==> config.mk <==
export PLATFORM = sky130hd
export DESIGN_NAME = alu_uart_ctrl
export DESIGN_NICKNAME = d
export VERILOG_FILES = /design/src/rtl/alu_uart_ctrl_pkg.sv /design/src/rtl/alu_uart_ctrl.sv
export SDC_FILE = /design/constraint.sdc
export NUM_CORES = 1
export LEC_CHECK = 0
export CAP_MARGIN = 20
export CORE_MARGIN = 8
export CORE_UTILIZATION = 45
export DETAILED_ROUTE_END_ITERATION = 6
export PLACE_DENSITY = 0.84
export REMOVE_ABC_BUFFERS = 1
export SLEW_MARGIN = 15
export SYNTH_ARGS = -nofsm -noshare
export SYNTH_HDL_FRONTEND = slang
export SYNTH_SLANG_ARGS = --single-unit
==> constraint.sdc <==
create_clock -name i_clk -period 2.8 [get_ports i_clk]
set_input_delay 0.7 -clock i_clk [delete_from_list [all_inputs] [get_ports i_clk]]
set_output_delay 0.7 -clock i_clk [all_outputs]
set_load 0.01 [all_outputs]
==> src/rtl/alu_uart_ctrl_pkg.sv <==
// Shared definitions: ALU opcode values and the sequencer FSM state encoding.
package alu_uart_ctrl_pkg;

    localparam logic [5:0] ALU_ADD = 6'b100000;
    localparam logic [5:0] ALU_SUB = 6'b100010;
    localparam logic [5:0] ALU_AND = 6'b100100;
    localparam logic [5:0] ALU_OR  = 6'b100101;
    localparam logic [5:0] ALU_XOR = 6'b100110;
    localparam logic [5:0] ALU_SRL = 6'b000010;
    localparam logic [5:0] ALU_SRA = 6'b000011;
    localparam logic [5:0] ALU_NOR = 6'b100111;

    typedef enum logic [2:0] {
        WAIT_A  = 3'd0,
        WAIT_B  = 3'd1,
        WAIT_OP = 3'd2,
        EXEC    = 3'd3,
        SEND    = 3'd4,
        WAIT_TX = 3'd5
    } ctrl_state_t;

endpackage

==> src/rtl/alu_uart_ctrl.sv <==
// Sequencer between UART RX/TX and the ALU: collects A, B, opcode,
// samples the ALU result one cycle later and sends it back over TX.
module alu_uart_ctrl
    import alu_uart_ctrl_pkg::*;
#(
    parameter int DATA_SIZE = 8,
    parameter int OP_SIZE   = 6
) (
    input  logic                 i_clk,
    input  logic                 i_reset,
    input  logic                 i_rx_done,
    input  logic [DATA_SIZE-1:0] i_rx_data,
    input  logic                 i_tx_done,
    input  logic [DATA_SIZE-1:0] i_alu_result,
    output logic [DATA_SIZE-1:0] o_alu_a,
    output logic [DATA_SIZE-1:0] o_alu_b,
    output logic [OP_SIZE-1:0]   o_alu_op,
    output logic                 o_tx_start,
    output logic [DATA_SIZE-1:0] o_tx_data,
    output logic                 o_busy
);

    ctrl_state_t state;
    ctrl_state_t state_next;

    // State register.
    always_ff @(posedge i_clk) begin
        if (i_reset) state <= WAIT_A;
        else         state <= state_next;
    end

    // Next-state logic and state-decoded outputs.
    always_comb begin
        state_next = state;
        o_tx_start = 1'b0;
        o_busy     = 1'b0;
        case (state)
            WAIT_A:  if (i_rx_done) state_next = WAIT_B;
            WAIT_B:  if (i_rx_done) state_next = WAIT_OP;
            WAIT_OP: if (i_rx_done) state_next = EXEC;
            EXEC: begin
                o_busy     = 1'b1;
                state_next = SEND;
            end
            SEND: begin
                o_busy     = 1'b1;
                o_tx_start = 1'b1;
                state_next = WAIT_TX;
            end
            WAIT_TX: begin
                o_busy = 1'b1;
                // A coincident rx byte is deliberately dropped here.
                if (i_tx_done) state_next = WAIT_A;
            end
            default: state_next = WAIT_A;
        endcase
    end

    // Operand/opcode capture during collection and result capture in EXEC.
    always_ff @(posedge i_clk) begin
        if (i_reset) begin
            o_alu_a   <= '0;
            o_alu_b   <= '0;
            o_alu_op  <= '0;
            o_tx_data <= '0;
        end else begin
            case (state)
                WAIT_A:  if (i_rx_done) o_alu_a  <= i_rx_data;
                WAIT_B:  if (i_rx_done) o_alu_b  <= i_rx_data;
                WAIT_OP: if (i_rx_done) o_alu_op <= i_rx_data[OP_SIZE-1:0];
                EXEC:    o_tx_data <= i_alu_result;
                default: ;
            endcase
        end
    end

endmodule

# Word-level counts from Yosys, hierarchy flattened
# Cells that the tools add are included.
[word_totals] reg_bits=33 input_bits=20 output_inout_bits=32 elab_cells=27
[classes] n_eq_ne=9 mux=7 n_reduce_logical=6
[ops] op="$pmux 3 s6" n=1
[ops] op="$mux 3" n=4
[ops] op="$ne 2x2->1 const B" n=4
[ops] op="$eq 3x2->1 const B" n=2
[ops] op="$eq 3x3->1 const B" n=2
[ops] op="$reduce_and 2->1" n=3
[ops] op="$reduce_and 4->1" n=1
[ops] op="$eq 3x1->1 const B" n=1
[ops] op="$logic_not 3->1" n=1
[ops] op="$reduce_or 3->1" n=1
[ops] op="$mux 1" n=2

# Logic depth before layout (Yosys ltp)
# Gate-level depths: netlist (run 1).
[depth] word_depth=3 mapped_depth=5 depth_no_buf=3

# Worst setup path before layout (run 1)
# No wires, ideal clock.
[synth_path] path_kind="register to output" start="register state[2]" end="output port o_tx_start" t_arrival_ns=0.860 t_required_ns=2.100 path_slack_ns=1.240 stages_incl_launch_ff=3 n_path_buf=0 cell_sequence="dfxtp_1 -> or2b_1 -> nor2_1"
[synth_between] elab_chain_cells=2
[synth_lines] item="from (decl)" line_no="alu_uart_ctrl.sv:23" text="ctrl_state_t state;"
[synth_lines] item="from (signal assigned)" line_no="alu_uart_ctrl.sv:29" text="else state <= state_next;"
[synth_lines] item="$eq 3x3->1" line_no="alu_uart_ctrl.sv:37" text="case (state)"
[synth_lines] item="$mux 1" line_no="alu_uart_ctrl.sv:37"
[synth_lines] item="to (decl)" line_no="alu_uart_ctrl.sv:18" text="output logic o_tx_start,"
# No other way between the ends.

# Final worst setup path (run 1)
# Same ends and word-level chain as after synthesis.

==> impl_results.md, run 1 <==
* Initial DRC Count at 57
* Gr usage total at 14.2%
* CP max FO at 9
* Sequential share of the synthesized area at 52.8%
* Met2 WL post-DR at 1.70 mm
* First-pass DRT Iterations at 4
* Clock Latency Late Sink at 320 ps
* Slew Limit Fails at 0
* Die area at 0.00472 sq mm
* Leak pwr at 0.000717 uW
* Max Cap Violations at 0
* Clk root buf: clkbuf_4
* Clock H-tree levels at 2
* Maximum buffer depth of the clock tree at 2
* CTS buffer count at 5
* TritonCTS clock tree: built
* Initial Util at 46.2%
* Tmin final at 2450 ps
* # diodes at 0
* Clk pin slew, worst setup/hold paths at 100 ps
* #FFs+latches synth at 33
* Pwr/cell area at 487 mW/mm^2
* Fillers at 237
* Antenna-violating nets left at 0
* Uppermost layer routed: met4
* Hold slack at 465 ps
* Post-CTS sizing at 0
* Endpoint type of the worst setup path: output pin
* Cells after synthesis at 126
* WL/cell at 15.0 um
* Vias per inst at 5.04
* Measured slew at the worst slew-check pin at 472 ps
* Status: completed
* Layout cells sized above 1 at 7.87%
* Area Growth Syn to Fin at 45.7%
* Die Y-Extent at 68.7 um
* FF/Latch Area at 661 sq um
* Post-layout util at 67.3%
* Largest net degree at the start of global routing at 34
* Vias in the first global route at 1,101
* Total gr overflow at 0
* Netlist cell types at 19
* Placed Cells at 201
* Crit path launch type: register
* Io pins at 52
* Via count at 1,053
* FP Rows at 19
* Hpwl dp at 2.37 mm
* IO Port Bufs at 51
* Detailed-route DRC error count at 0
* # setup viols final at 0
* Multi-input logic area at 543 sq um
* Commonest non-fill, non-tap cell in the layout: clkdlybuf4s50_1
* Setup Fix Bufs, Post-CTS at 0
* Layout Skew at 7.85 ps
* Clk sinks at 33
* Top FF cell, synth: dfxtp_1
* F_max at 408 MHz
* Asr flop ratio synth at 0%
* Cts hold-fix bufs at 0
* Commonest non-fill, non-tap cells in the layout: clkdlybuf4s50_1 (51), dfxtp_1 (33), nor2_1 (23)
* Final std cells w/o fill at 209
* Final net count at 197
* Met1 wire length at 1.24 mm
* Max VDD drop at 0.000423 V
* DP Worst Slack at 586 ps
* Setup ws final at 349 ps
* Routed WL at 3.14 mm
* Crit Path Class: register to output pin
* Floorplan Core Area at 0.00271 sq mm
* Critical path arrival at 1750 ps
* Die W at 68.7 um
* Worst Path Required at 2100 ps
* Final Hold Viols at 0
* Initial antenna violation count at 0
* Yosys warns at 0
* Routability congestion estimate from global placement at 0.661
* Syn Area/Cell at 9.93 sq um
* Slew margin rel. at 68.4%
* Netlist Area Pre-Place at 0.00125 sq mm
* Met3 routed WL at 168 um
* First-pass GRT wire length at 5.00 mm
* Min-delay worst type: register to register
* Final TNS setup at 0 ps
* Final Cycle Share at 87.5%
* RSZ-0062 raised after global routing: no
* Post-synth EDFFs at 0
-- report_power, final --
group	switching [uW]	internal, uW	total, uW	leakage (uW)
clock	157	94.6	251	0.0000310
sequential	15.1	488	503	0.000268
combinational	56.1	76.9	133	0.000418
total	228	659	887	0.000717
-- sequential cells by signal (all words and copies together), names as in the netlist --
register	cells
o_alu_a	8
o_alu_b	8
o_tx_data	8
o_alu_op	6
state	3
-- cells by family after synthesis --
family	count (synthesis)	synth area share, %
mux	22	17.6
compound gates	12	5.30
simple gates	50	20.5
flops	33	52.8
buf+inv	9	3.80
-- cells in the mapped netlist, types with 2 or more instances --
cell      count  area, sq um
nor2_1       23         86.3
and4bb_2      2         25.0
a21oi_1       9         45.0
buf_2         2         10.0
nand2_1      17         63.8
dfxtp_1      33          661
clkbuf_1      3         11.3
buf_4         3         22.5
or4b_1        2         20.0
nand3b_1      2         15.0
mux2i_1      22          220
-- per-layer routing --
layer / track usage, % / vias to the layer above
met3: 5.82 / 4
li1: - / 527
met1: 14.6 / 495
met2: 25.3 / 27
met4: 5.26 / 0
met5: 0 / -
-- final timing paths --
check,slack [ps],startpoint,end,cells past startpoint
min,470,o_alu_a[4],o_alu_a[4],2
min reg2reg,470,o_alu_a[4],o_alu_a[4],2
max reg2reg,1350,state[0],o_alu_b[3],3
max,350,state[2],o_tx_start,3
-- critical path, cell delays in order (launching register included) --
cell and delay [ps]:
dfxtp_1 490, or2b_1 290, nor2_1 90, clkdlybuf4s50_1 550
-- through the flow --
stage,area [sq um],total power (uW)
2_1_floorplan,1200,563
3_3_place_gp,1770,643
3_5_place_dp,1770,648
4_1_cts,1820,899
5_1_grt,1820,937
6_report,1820,887
-- final cells by class --
class	count	area share, %
multi-input cells	84	29.8
well taps	31	2.13
clock buffers	5	2.06
flip-flops and latches	33	36.2
clock inverters	3	0.961
repair buffers	53	28.8
(Power assumes the default switching activity.)
==> run 2, diff against run 1 <==
CORE_UTILIZATION = 47   (was 45)
CTS_BUF_LIST = sky130_fd_sc_hd__clkbuf_8   (was unset)
CTS_CLUSTER_DIAMETER = 120   (was unset)
PLACE_DENSITY = 0.87   (was 0.84)
==> impl_results.md, run 2 (synthesis results as in run 1) <==
* Status: completed
* Floorplan Core Area at 0.00250 sq mm (-7.8%)
* CP Buf/Inv Count at 1 (unchanged)
* Max Cap Violations at 0 (unchanged)
* Routed WL at 3.45 mm (+9.8%)
* Cell area after layout at 0.00185 sq mm (+1.6%)
* Total gr overflow at 0 (unchanged)
* Critical path arrival at 1740 ps (about the same)
* Clock Latency Late Sink at 280 ps (-40 ps)
* TritonCTS clock tree: built
* Slew Limit Fails at 0 (unchanged)
* Pwr/cell area at 534 mW/mm^2 (+9.7%)
* Max VDD drop at 0.000540 V (+28%)
* Min-delay worst type: register to register
* Vias per inst at 5.20 (+3.3%)
* # setup viols final at 0 (unchanged)
* IO Port Bufs at 51 (unchanged)
* RSZ-0062 raised after global routing: no
* Largest net degree at the start of global routing at 34 (unchanged)
* Clock H-tree levels at 2 (unchanged)
* # diodes at 0 (unchanged)
* Final TNS setup at 0 ps (unchanged)
* Commonest non-fill, non-tap cells in the layout: clkdlybuf4s50_1 (51), dfxtp_1 (33), nor2_1 (23)
* Measured slew at the worst slew-check pin at 455 ps (-16.1 ps)
* Total Power at 989 uW (+11%)
* FP Rows at 18 (-1)
* Layout Skew at 3.93 ps (-3.92 ps)
* Clk pin slew, worst setup/hold paths at 60 ps (-40 ps)
* Final Cycle Share at 87.1% (-0.45 points)
* Area after DPL at 0.00177 sq mm (about the same)
* Met3 Usage GRT at 6.79% (+0.97 points)
* Commonest non-fill, non-tap cell in the layout: clkdlybuf4s50_1
* Final Hold Viols at 0 (unchanged)
* CTS buffer count at 5 (unchanged)
* Area Growth Syn to Fin at 48.1%
* Top flop regs: o_alu_a (8), o_alu_b (8), o_tx_data (8)
* Worst Path Required at 2100 ps (about the same)
* CP max FO at 9 (unchanged)
* Final net count at 197 (unchanged)
* Crit path cell chain: or2b_1 -> nor2_1 -> clkdlybuf4s50_1
* Hpwl dp at 2.47 mm (+4.4%)
* Initial antenna violation count at 0 (unchanged)
* Worst path slowest cell: clkdlybuf4s50_1
* Crit path launch type: register
* Clk root buf: clkbuf_8
* Die W at 67.6 um (-1.7%)
* Layout cells sized above 1 at 6.78% (-1.1 points)
* Fillers at 178 (-25%)
* First-pass GRT wire length at 5.42 mm (+8.3%)
* Delay-heaviest family, CP: buffers and inverters
* Setup Fix Bufs, Post-CTS at 0 (unchanged)
* Clk sinks at 33 (unchanged)
* Initial Util at 50.1% (+3.9 points)
* Endpoint type of the worst setup path: output pin
* Die area at 0.00457 sq mm (-3.3%)
* Cts hold-fix bufs at 0 (unchanged)
* Routability congestion estimate from global placement at 0.679 (+2.7%)
* Crit Path Class: register to output pin
* Global route hottest layer: met2
* Post-CTS sizing at 0 (unchanged)
* Maximum buffer depth of the clock tree at 2 (unchanged)
* Antenna-violating nets left at 0 (unchanged)
* First-pass DRT Iterations at 4 (unchanged)
* Initial DRC Count at 78 (+37%)
* F_max at 410 MHz (+0.51%)
* WL/cell at 16.7 um (+11%)
* Detailed-route DRC error count at 0 (unchanged)
* Die Y-Extent at 67.6 um (-1.7%)
* Gr usage total at 16.0% (+1.8 points)
* Final std cells w/o fill at 207 (-0.96%)
* GR Layer Usage met1 at 15.9% (+1.3 points)
* Via count at 1,077 (+2.3%)
* Grt met2 use at 28.2% (+2.8 points)
* Vias in the first global route at 1,116 (+1.4%)
* Placed Cells at 200 (-0.50%)
* Slew margin rel. at 69.5% (+1.1 points)
* Tmin final at 2440 ps (-12.5 ps)
* Io pins at 52 (unchanged)
* Leak pwr at 0.000734 uW (+2.4%)
* Slowest cell delay on critical path at 560 ps (about the same)
[run 2: changes by cell type in the layout (fill, tap and decap cells not counted), sizes merged]
| cell | previous run | this run |
|---|---|---|
| clkinvlp | 1 | 0 |
| clkinv | 2 | 0 |
| clkbuf | 5 | 6 |
| inv | 0 | 1 |
[run 2: power by group]
group | leakage (uW) | switching, uW | internal [uW]
Clock | 0.0000485 | 160 | 191
Combinational | 0.000418 | 57.6 | 77.0
Sequential | 0.000268 | 14.9 | 488
[run 2: area by class of cell]
class	count	area (sq um)	area share (%)
Clock buffer	6	82.6	4.46
Tap cell	30	37.5	2.03
Clock inverter	1	3.75	0.203
Sequential cell	33	661	35.7
Timing Repair Buffer	53	526	28.4
Multi-Input combinational cell	84	543	29.3
[run 2: through the flow]
step	setup WS, ps	hold WS, ps	util, %
2_1_floorplan	1010	474	-
3_3_place_gp	634	442	70.7
3_5_place_dp	578	448	70.7
4_1_cts	351	458	74.1
5_1_grt	268	472	74.1
6_report	361	456	74.1
[run 2: layer usage]
metal / vias up / part of all wire (%)
li1: 521 / -
met1: 522 / 37
met2: 25 / 55
met3: 9 / 5.9
met4: 0 / 2.0
met5: - / 0
[run 2: final timing paths]
path                   start         end  slack [ps]  cells after the start
hold / removal    o_alu_a[1]  o_alu_a[1]         460                      2
setup reg to reg    state[0]  o_alu_b[4]        1330                      3
hold reg to reg   o_alu_a[1]  o_alu_a[1]         460                      2
setup / recovery    state[2]  o_tx_start         360                      3
[run 2: worst min-delay path: cells and delay by family (launching register included)]
kind	cells	cell delay (ps)
DFF	1	310
and+or+nand+nor	1	50
AOI/OAI and AO/OA	1	50
